## src/rtl/mv_host_port.sv

```systemverilog
// mv_host_port: host-side port-B engine that bulk-loads matrix/vector BRAMs, runs the MV controller, and streams the result back
//  clk, rst                          clock, async active-high reset
//  cfg_start/m_words/v_words/iter    job configuration, latched when a job starts from IDLE
//  s_tdata/tvalid/tready/tlast       input stream: matrix words then vector words
//  m_tdata/tvalid/tready/tlast       result stream
//  mbram_*                           matrix BRAM port B (write only)
//  vbram_*                           vector BRAM port B (write on load, read on drain)
//  mv_running/iteration/finish       controller handshake
//  busy, done, err                   status
module mv_host_port #(
    parameter int DW  = 96,
    parameter int MAW = 12,
    parameter int VAW = 10
) (
    input  logic           clk,
    input  logic           rst,
    input  logic           cfg_start,
    input  logic [MAW:0]   cfg_m_words,
    input  logic [VAW-1:0] cfg_v_words,
    input  logic [15:0]    cfg_iteration,
    input  logic [DW-1:0]  s_tdata,
    input  logic           s_tvalid,
    output logic           s_tready,
    input  logic           s_tlast,
    output logic [DW-1:0]  m_tdata,
    output logic           m_tvalid,
    input  logic           m_tready,
    output logic           m_tlast,
    output logic           mbram_en,
    output logic           mbram_we,
    output logic [MAW-1:0] mbram_addr,
    output logic [DW-1:0]  mbram_din,
    output logic           vbram_en,
    output logic           vbram_we,
    output logic [VAW-1:0] vbram_addr,
    output logic [DW-1:0]  vbram_din,
    input  logic [DW-1:0]  vbram_dout,
    output logic           mv_running,
    output logic [15:0]    mv_iteration,
    input  logic           mv_finish,
    output logic           busy,
    output logic           done,
    output logic           err
);
    typedef enum logic [2:0] {IDLE, LOAD_M, LOAD_V, RUN, DRAIN} state_t;
    state_t st, nxt;
    logic [MAW:0]   m_words;
    logic [VAW-1:0] v_words;
    logic [MAW-1:0] cnt;
    logic [VAW-1:0] rd_cnt;
    logic [1:0]     buf_cnt;
    logic           pend, pend_last;
    logic [DW:0]    q0, q1;
    logic           ld_hs, m_last, v_last, rd_last, pop, rd_issue, set_err, wr_m, wr_v;

    assign s_tready     = st == LOAD_M || st == LOAD_V;
    assign ld_hs        = s_tvalid & s_tready;
    assign m_last       = {1'b0, cnt} + 1'b1 == m_words;
    assign v_last       = {1'b0, cnt} + 1'b1 == {{(MAW + 1 - VAW){1'b0}}, v_words};
    assign rd_last      = rd_cnt + 1'b1 == v_words;
    assign wr_m         = st == LOAD_M && s_tvalid;
    assign wr_v         = st == LOAD_V && s_tvalid;
    assign m_tvalid     = st == DRAIN && buf_cnt != 2'd0;
    assign m_tdata      = q0[DW-1:0];
    assign m_tlast      = m_tvalid & q0[DW];
    assign pop          = m_tvalid & m_tready;
    // Issue a read only if the word landing next cycle is guaranteed a free skid slot.
    assign rd_issue     = st == DRAIN && rd_cnt < v_words &&
                          (buf_cnt + {1'b0, pend} < (pop ? 2'd3 : 2'd2));
    assign mbram_en     = wr_m;
    assign mbram_we     = wr_m;
    assign mbram_addr   = wr_m ? cnt : '0;
    assign mbram_din    = wr_m ? s_tdata : '0;
    assign vbram_en     = wr_v | rd_issue;
    assign vbram_we     = wr_v;
    // Loads go to bank 0; results come from the bank the controller wrote last.
    assign vbram_addr   = wr_v ? {1'b0, cnt[VAW-2:0]} :
                          rd_issue ? {mv_iteration[0], rd_cnt[VAW-2:0]} : '0;
    assign vbram_din    = wr_v ? s_tdata : '0;
    assign mv_running   = st == RUN;
    assign busy         = st != IDLE;

    always_ff @(posedge clk or posedge rst) begin
        if (rst) st <= IDLE;
        else     st <= nxt;
    end

    always_comb begin
        nxt     = st;
        set_err = 1'b0;
        case (st)
            IDLE:   if (cfg_start) nxt = LOAD_M;
            LOAD_M: if (ld_hs) begin
                        if (s_tlast) begin
                            nxt     = IDLE;
                            set_err = 1'b1;
                        end else if (m_last) nxt = LOAD_V;
                    end
            LOAD_V: if (ld_hs) begin
                        if (v_last) begin
                            nxt     = RUN;
                            set_err = ~s_tlast;
                        end else if (s_tlast) begin
                            nxt     = IDLE;
                            set_err = 1'b1;
                        end
                    end
            RUN:    if (mv_finish) nxt = DRAIN;
            DRAIN:  if (pop && q0[DW]) nxt = IDLE;
            default: nxt = IDLE;
        endcase
    end

    always_ff @(posedge clk or posedge rst) begin
        if (rst) begin
            m_words      <= '0;
            v_words      <= '0;
            mv_iteration <= '0;
            cnt          <= '0;
            err          <= 1'b0;
            done         <= 1'b0;
            rd_cnt       <= '0;
            buf_cnt      <= '0;
            pend         <= 1'b0;
            pend_last    <= 1'b0;
            q0           <= '0;
            q1           <= '0;
        end else begin
            done <= pop & q0[DW];
            if (st == IDLE && cfg_start) begin
                m_words      <= cfg_m_words;
                v_words      <= cfg_v_words;
                mv_iteration <= cfg_iteration;
                cnt          <= '0;
                err          <= 1'b0;
            end else if (set_err) begin
                err <= 1'b1;
            end
            if (ld_hs) cnt <= (st == LOAD_M && m_last) ? '0 : cnt + 1'b1;
            if (st != DRAIN) begin
                rd_cnt    <= '0;
                buf_cnt   <= '0;
                pend      <= 1'b0;
                pend_last <= 1'b0;
            end else begin
                pend      <= rd_issue;
                pend_last <= rd_issue & rd_last;
                if (rd_issue) rd_cnt <= rd_cnt + 1'b1;
                buf_cnt <= buf_cnt + {1'b0, pend} - {1'b0, pop};
                // q0 is the head; q1 only ever holds the newer of two entries.
                if (pop)                   q0 <= buf_cnt == 2'd2 ? q1 : {pend_last, vbram_dout};
                else if (buf_cnt == 2'd0)  q0 <= {pend_last, vbram_dout};
                if (!(buf_cnt == 2'd2 && !pop)) q1 <= {pend_last, vbram_dout};
            end
        end
    end
endmodule

```

## config.mk

```make
export PLATFORM = sky130hd
export DESIGN_NAME = mv_host_port
export DESIGN_NICKNAME = d
export VERILOG_FILES = /design/src/rtl/mv_host_port.sv
export SDC_FILE = /design/constraint.sdc
export NUM_CORES = 1
export LEC_CHECK = 0
export CELL_PAD_IN_SITES_DETAIL_PLACEMENT = 1
export CELL_PAD_IN_SITES_GLOBAL_PLACEMENT = 2
export CORE_MARGIN = 4
export CORE_UTILIZATION = 26
export CTS_BUF_LIST = sky130_fd_sc_hd__clkbuf_4
export CTS_CLUSTER_DIAMETER = 80
export DETAILED_ROUTE_END_ITERATION = 12
export GPL_TIMING_DRIVEN = 0
export HOLD_SLACK_MARGIN = 0.03
export PLACE_DENSITY_LB_ADDON = 0.1
export SLEW_MARGIN = 20
export SYNTH_ARGS = -nofsm -noshare
export SYNTH_HDL_FRONTEND = slang
export SYNTH_SLANG_ARGS = --single-unit
```

## constraint.sdc

```tcl
create_clock -name clk -period 13.4 [get_ports clk]
set_input_delay 4.02 -clock clk [delete_from_list [all_inputs] [get_ports clk]]
set_output_delay 4.02 -clock clk [all_outputs]
set_load 0.1 [all_outputs]
```

; ---- Yosys cells after proc, flatten, opt, wreduce, memory -nomap -nowiden
; Cells that the tools add are included.
[word_totals]
reg_bits = 264
output_inout_bits = 337
word_cells = 101
[op_classes]
n_eq_ne = 16
reduce_logical = 22
magnitude_cmp = 2
n_bitwise = 9
muxes = 34
n_addsub = 5
[op_table]
columns = operator, n
row1 = $mux W97, 3
row2 = $mux W96, 2
row3 = $mux W12, 4
row4 = $mux W10, 4
row5 = $mux W3, 9
row6 = $pmux W3 S5, 1
row7 = $add A12 B1 Y13 const B, 1
row8 = $eq A13 B10 Y1, 1
row9 = $eq A13 B13 Y1, 1
row10 = $add A12 B1 Y12 const B, 1
row11 = $add A10 B1 Y10 const B, 1
row12 = $eq A10 B10 Y1, 1
row13 = $lt A10 B10 Y1, 1
row14 = $reduce_bool A2 Y1, 5
row15 = $logic_and A1 B1 Y1, 9
row16 = $mux W1, 9
row17 = $ne A3 B3 Y1 const B, 3
row18 = $reduce_and A7 Y1, 1
row19 = $eq A3 B2 Y1 const B, 2
row20 = $ne A2 B2 Y1 const B, 3
row21 = $and A1 B1 Y1, 5
row22 = $ne A2 B1 Y1 const B, 2
row23 = $reduce_and A2 Y1, 2
row24 = $eq A3 B1 Y1 const B, 1
row25 = 14 further kinds, 16

; ---- Logic depth before layout (Yosys ltp)
; Gate-level depths: netlist (run 1).
[logic_depth]
word_depth = 8
depth_mapped = 13

; ---- Least setup slack after synthesis (run 1)
; OpenSTA, ideal clock, no wires.
[synth_path]
path_type = in2out
from = input s_tvalid
to = output vbram_din[86]
t_required_ps = 9380
path_slack_ps = 3025
t_arrival_ps = 6355
n_path_buf = 2
stages = 5
cell_sequence = nand2_1 -> nor2_1 -> clkbuf_1 -> clkbuf_1 -> and2_1
[synth_via]
elab_chain_cells = 2
[synth_lines]
columns = item, line
row1 = from (decl), 22  ; input logic s_tvalid,
row2 = $logic_and A1 B1 Y1, 62  ; assign wr_v = st == LOAD_V && s_tvalid;
row3 = net vbram_we, 34  ; output logic vbram_we,
row4 = $mux W96, 79  ; assign vbram_din = wr_v ? s_tdata : '0;
row5 = to (decl), 36  ; output logic [DW-1:0] vbram_din,
; The timed path passes the listed nets, and every way through them passes these cells.

; ---- Final worst setup path (run 1)
[layout_path]
from = input m_tready
to = output vbram_addr[7]
[layout_via]
elab_chain_cells = 6
[layout_lines]
columns = item, line
row1 = from (decl), 27  ; input logic m_tready,
row2 = $and A1 B1 Y1, 66  ; assign pop = m_tvalid & m_tready;
row3 = $mux W1, 69  ; (buf_cnt + {1'b0, pend} < (pop ? 2'd3 : 2'd2));
row4 = $lt A2 B2 Y1, 69
row5 = $logic_and A1 B1 Y1, 68  ; assign rd_issue = st == DRAIN && rd_cnt < v_words &&
row6 = $mux W10, 78  ; rd_issue ? {mv_iteration[0], rd_cnt[VAW-2:0]} : '0;
row7 = $mux W10, 77  ; assign vbram_addr = wr_v ? {1'b0, cnt[VAW-2:0]} :
row8 = to (decl), 35  ; output logic [VAW-1:0] vbram_addr,
; No other way between the ends.

==> results of run 1 <==
[cell type report]
class | instances | share of cell area [%]
multi-input combinational | 982 | 29.7
buffer | 208 | 5.30
sequential | 264 | 29.5
antenna | 10 | 0.112
clock inverter | 22 | 0.765
clock buffer | 123 | 4.12
inverter | 26 | 0.469
tap | 748 | 4.18
timing repair buffer | 577 | 25.9
[synth_stat cells (all sizes together) (6+ instances only)]
| cell | n | area share [%] |
|---|---|---|
| a21oi | 21 | 0.75 |
| mux2i | 99 | 6.8 |
| nor3 | 13 | 0.45 |
| or4 | 9 | 0.46 |
| mux2 | 98 | 7.6 |
| nand2 | 212 | 5.5 |
| nor2b | 8 | 0.34 |
| o211ai | 7 | 0.36 |
| dfrtp | 264 | 45 |
| a22o | 9 | 0.54 |
| inv | 26 | 0.67 |
| clkbuf | 87 | 2.3 |
| o31ai | 11 | 0.57 |
| and2 | 99 | 4.3 |
| xor2 | 12 | 0.72 |
| nand3 | 11 | 0.38 |
| nand2b | 6 | 0.26 |
| ha | 16 | 1.4 |
| or3 | 8 | 0.34 |
| and3 | 115 | 4.9 |
| o21ai | 123 | 4.2 |
| buf | 121 | 5.9 |
| nor2 | 23 | 0.59 |
| xnor2 | 25 | 1.5 |
[routing by layer]
layer	track usage, %	vias to the layer above	routed length (µm)
li1	-	6374	-
met1	27.0	6594	28300
met5	0	-	32
met2	33.5	341	29600
met4	4.36	6	936
met3	7.46	69	4540
[worst paths after layout]
check	start	to	slack [ps]	cells after the start
max in group asynchronous	rst	q0[51]	8670	4
min in group asynchronous	rst	st[1]	3640	2
worst min-delay path	q0[70]	q0[70]	480	2
worst max-delay path	m_tready	vbram_addr[7]	1340	10
worst min register to register	q0[70]	q0[70]	480	2
worst max register to register	cnt[1]	st[0]	9430	12
[metrics by stage]
step,cell area [µm²],utilization [%],cells
floorplan,14500,-,1480
global placement,21200,38.5,2802
detailed placement,21300,38.6,2805
CTS,22400,40.6,2950
global route,22400,40.6,2958
finish,22400,40.6,2960
[power by group]
group	total, W	leakage [nW]	switching (W)	internal [W]
clock	0.000857	0.653	0.000380	0.000476
combinational	0.00310	6.61	0.00220	0.000900
sequential	0.00135	3.24	0.000198	0.00115
[placed cells by master (no fill, tap or decap), types with 5 or more instances in the layout]
cell | Yosys | layout
o31ai_1 | 11 | 11
and3_1 | 115 | 115
ha_1 | 16 | 16
o32ai_1 | 5 | 5
clkbuf_4 | 0 | 123
nor2b_1 | 8 | 8
nor2_1 | 23 | 23
nand2b_1 | 6 | 6
o211ai_1 | 7 | 7
a21oi_1 | 20 | 20
clkdlybuf4s50_1 | 0 | 569
clkinv_1 | 0 | 13
mux2_2 | 98 | 98
buf_2 | 22 | 26
and2_1 | 99 | 99
o21ai_1 | 5 | 5
xor2_1 | 12 | 12
inv_1 | 26 | 25
nor3_1 | 13 | 13
nand2_1 | 212 | 212
o21ai_0 | 118 | 118
or3_1 | 8 | 8
or4_1 | 9 | 9
mux2i_1 | 99 | 99
xnor2_1 | 25 | 25
dfrtp_1 | 264 | 264
buf_4 | 97 | 97
or2_2 | 5 | 5
o21a_1 | 5 | 5
a22o_1 | 9 | 9
nand3_1 | 11 | 11
diode_2 | 0 | 10
clkbuf_1 | 86 | 86
[cells by family after synthesis]
group / Yosys count / synth area share (%)
adder cells (fa/ha/maj): 16 / 1.38
multiplexers: 197 / 14.4
buffers and inverters: 234 / 8.84
flip-flops: 264 / 45.4
AND/OR/NAND/NOR: 521 / 18.5
AO/OA/AOI/OAI: 208 / 8.77
XOR/XNOR: 40 / 2.70
[sequential cells by signal, summed over array words and instances (netlist names), 3 cells and up]
register      cells
q1               97
cnt              12
rd_cnt           10
mv_iteration     16
m_words          13
st                3
v_words          10
q0               97
[critical path, delay by kind of cell]
family                   cells  cell delay [ps]
AO/OA/AOI/OAI                2              600
adder cells (fa/ha/maj)      2              350
buffers and inverters        4             2250
AND/OR/NAND/NOR              2              810
==> flow_metrics.tcl, run 1 <==
set metrics [dict create \
    yosysSeqAreaShare_pct 45.4 \
    place_congestion 0.857 \
    die_h_um 245 \
    synthArstFlopShare_pct 100 \
    maxCapViolations 0 \
    yosysWarnings 0 \
    clock-root-buffer "clkbuf_4" \
    numCtsBuffers 79 \
    path_cells "clkdlybuf4s50_1 -> and2_1 -> ha_1 -> inv_1 -> ha_1 -> a211o_1 -> nor3_1 -> clkbuf_1 -> a22o_1 -> clkdlybuf4s50_1" \
    route.vias.total 13400 \
    clk_pin_slew_ps 50 \
    port-buffer-count 574 \
    syn2layout_area_growth_pct 54.1 \
    grt_pass1_vias 14500 \
    multiInputGateArea_um2 6650 \
    ir_drop_mv 0.137 \
    synth_seq_cells 264 \
    routedWlPerCell_um 21.4 \
    grt_overflow_total 0 \
    antenna_found_initial 8 \
    cp_data_arrival_time_ps 8040 \
    grt_pass1_wl_um 94800 \
    path_max_fanout 10 \
    hpwl_um 49600 \
    clkSinkCount 264 \
    finalMaxSlewViolations 0 \
    skew_ps 43.7 \
    initial_core_util_pct 26.4 \
    drc 0 \
    drt_wl_total_um 63400 \
    holdWs_ps 478 \
    critPathLaunchType "primary input" \
    hold_viol_final 0 \
    critPathKind "primary input to output pin" \
    clock_latency_ps 790 \
    routed_via_density 4.52 \
    hold_buffers 0 \
    cts_tree "built" \
    max_stage_delay_ps 1190 \
    pin_count 575 \
    crit_required_ps 9380 \
    clk_path_buf_depth 3 \
    syn_nets 1734 \
    netlist_instances 1480 \
    seqCellArea_um2 6610 \
    clock.fmax_ghz 0.0829 \
    cpMaxStageDelayCell "clkdlybuf4s50_1" \
    rows 86 \
    drive_gt1_share_pct 17.0 \
    p_leak_nw 10.5 \
    cts_setup_buffers 0 \
    hp-class "flop to flop" \
    die-area_um2 59800 \
    h-tree-depth 3 \
    ys_types 62 \
    fin_crit_sh_pct 90.0 \
    synth.cell_area_um2 14500 \
    dp_worst_setup_slack_ps 1430 \
    powerDensity_nw_per_um2 237 \
    finalNetCount 2392 \
    cts_resized 0 \
    coreArea_um2 55200 \
    finalPower_w 0.00531 \
    synth_edf_count 0 \
    setup_tns_ps 0 \
    outcome "finished clean" \
    worst_slack_ps 1340 \
    crit_path_end_kind "output pin" \
    die_w_um 245 \
    worst_pin_slew_ps 1190 \
    rsz0062_at_grt "no" \
    max-slew-margin-rel_pct 20.5 \
    syn_avg_cell_area_um2 9.83 \
    synth_ff_type "dfrtp_1" \
    grtUsageTotal_pct 20.8 \
    setup_viol_count_final 0 \
    grt_max_degree 87 \
    drtIter0Drc 398 \
    dr.pass1.iters 4 \
    final.min_clock_period_ps 12060 \
    ant_nets 0 \
    fill_cells 6326 \
]
Note: power is estimated with default switching activity, not from simulation.
==> inputs of run 2 (changes only) <==
Settings changed: CORE_MARGIN 4 to 3, GPL_ROUTABILITY_DRIVEN set to 0.
==> run 2 against run 1 <==
Fmax grew 0.67%; setup slack gained 80 ps; wire length grew 0.23%; count of clock-buffer cells in the layout shrank 5; sequential power is essentially flat; flip-flop and latch count is the same; highest routed layer unchanged.
==> flow_metrics.tcl, run 2 (synthesis gave the netlist of run 1 again) <==
set metrics [dict create \
    cts_resized 0 \
    r2r.worst_path.cells 12 \
    crit_buf_inv 4 \
    drt_wl_total_um 63600 \
    final.min_clock_period_ps 11980 \
    grt_max_degree 100 \
    dr.pass1.iters 4 \
    h-tree-depth 3 \
    drtIter0Drc 408 \
    p_leak_nw 10.5 \
    drc 0 \
    crit_path_end_kind "output pin" \
    r2r_end "st[0]" \
    die_w_um 243 \
    holdWs_ps 479 \
    post_dp_cell_area_um2 21300 \
    r2r-start "cnt[1]" \
    path_cells "clkdlybuf4s50_1 -> and2_1 -> ha_1 -> inv_1 -> ha_1 -> a211o_1 -> nor3_1 -> clkbuf_1 -> a22o_1 -> clkdlybuf4s50_1" \
    die_h_um 243 \
    rrSetupSlack_ps 9510 \
    hold_buffers 0 \
    grt_pass1_vias 14500 \
    critPathKind "primary input to output pin" \
    crit_required_ps 9380 \
    min_from "mv_iteration[13]" \
    layout_commonest_cell "clkdlybuf4s50_1" \
    max_stage_delay_ps 1190 \
    reg_top3 "q0: 97 flops, q1: 97 flops, mv_iteration: 16 flops" \
    min_path_cells 2 \
    crit_family "buffers and inverters" \
    antenna_found_initial 8 \
    hp-class "flop to flop" \
    grt_pass1_wl_um 94600 \
    setup_viol_count_final 0 \
    cpMaxStageDelayCell "clkdlybuf4s50_1" \
    clock-root-buffer "clkbuf_4" \
    rsz0062_at_grt "no" \
    cp_data_arrival_time_ps 7960 \
    fill_cells 6276 \
    routedWlPerCell_um 21.6 \
    syn2layout_area_growth_pct 53.5 \
    final_util_pct 40.4 \
    rows 86 \
    fin_crit_sh_pct 89.4 \
    path_max_fanout 10 \
    outcome "finished clean" \
    finalNetCount 2392 \
    clock_latency_ps 780 \
    finalMaxSlewViolations 0 \
    coreArea_um2 55200 \
    ir_drop_mv 0.133 \
    pin_count 575 \
    powerDensity_nw_per_um2 237 \
    cts_setup_buffers 0 \
    route.vias.total 13500 \
    clk_path_buf_depth 3 \
    clk_pin_slew_ps 60 \
    final_cell_mix "clkdlybuf4s50_1 (569), dfrtp_1 (264), nand2_1 (212)" \
    hpwl_um 49300 \
    drive_gt1_share_pct 16.6 \
    grtUsageTotal_pct 21.2 \
    clock.fmax_ghz 0.0835 \
    numCtsBuffers 80 \
    die-area_um2 58800 \
    grt_overflow_total 0 \
    worst_pin_slew_ps 1190 \
    final_cells 2948 \
    max-slew-margin-rel_pct 20.1 \
    initial_core_util_pct 26.4 \
    clkSinkCount 264 \
    maxCapViolations 0 \
    port-buffer-count 574 \
    hold_viol_final 0 \
    min_to "mv_iteration[13]" \
    cts_tree "built" \
    skew_ps 41.9 \
    dp.cells 2804 \
    routed_via_density 4.59 \
    critPathLaunchType "primary input" \
    stdcell_area_um2 22300 \
    ant_nets 0 \
]
## run 2: worst max path at each step
| stage | from | to | slack (ps) | cells past startpoint |
|---|---|---|---|---|
| finish | m_tready | vbram_addr[8] | 1420 | 10 |
| global route | m_tready | vbram_addr[8] | 1210 | 10 |
| CTS | m_tready | vbram_addr[8] | 1430 | 10 |
| detailed placement | m_tready | vbram_addr[8] | 1460 | 10 |
| global placement | rst | mv_iteration[10] | -2140 | 2 |
| floorplan | rst | buf_cnt[0] | 2110 | 1 |
## run 2: metal layers
metal  wire [µm]  global-route usage, %  up-vias
li1            -                      -     6352
met1       28400                   27.4     6727
met2       29300                   33.9      370
met3        4650                   7.27       86
met4        1130                   5.23        6
met5          37                      0        -
## run 2: worst min-delay path: stages, from the launching register on
cell and delay [ps]:
dfrtp_1 340, nand2_1 50, nand2_1 50
## run 2: area by class of cell
cell class / count / area [µm²] / share of cell area [%]
multi-input cells: 982 / 6650 / 29.8
well taps: 748 / 936 / 4.19
clock buffers: 118 / 886 / 3.97
inverters: 26 / 105 / 0.471
plain buffers: 208 / 1190 / 5.32
repair buffers: 576 / 5780 / 25.9
diodes: 6 / 15.0 / 0.0673
clock inverters: 20 / 159 / 0.712
flip-flops and latches: 264 / 6610 / 29.6
## run 2: power breakdown
part           total [W]  switching (W)  internal [W]  leakage (nW)
registers        0.00135       0.000200       0.00115          3.24
clock network   0.000833       0.000375      0.000458         0.617
logic            0.00310        0.00220      0.000898          6.60
total            0.00529        0.00278       0.00251          10.5
## run 2: through the flow
step	TNS, ps	total power [W]	worst slack (ps)
5_1_grt	0	0.00556	1210
3_3_place_gp	-560150	0.00444	-2140
6_report	0	0.00529	1420
3_5_place_dp	0	0.00449	1460
2_1_floorplan	0	0.00371	2110
4_1_cts	0	0.00536	1430
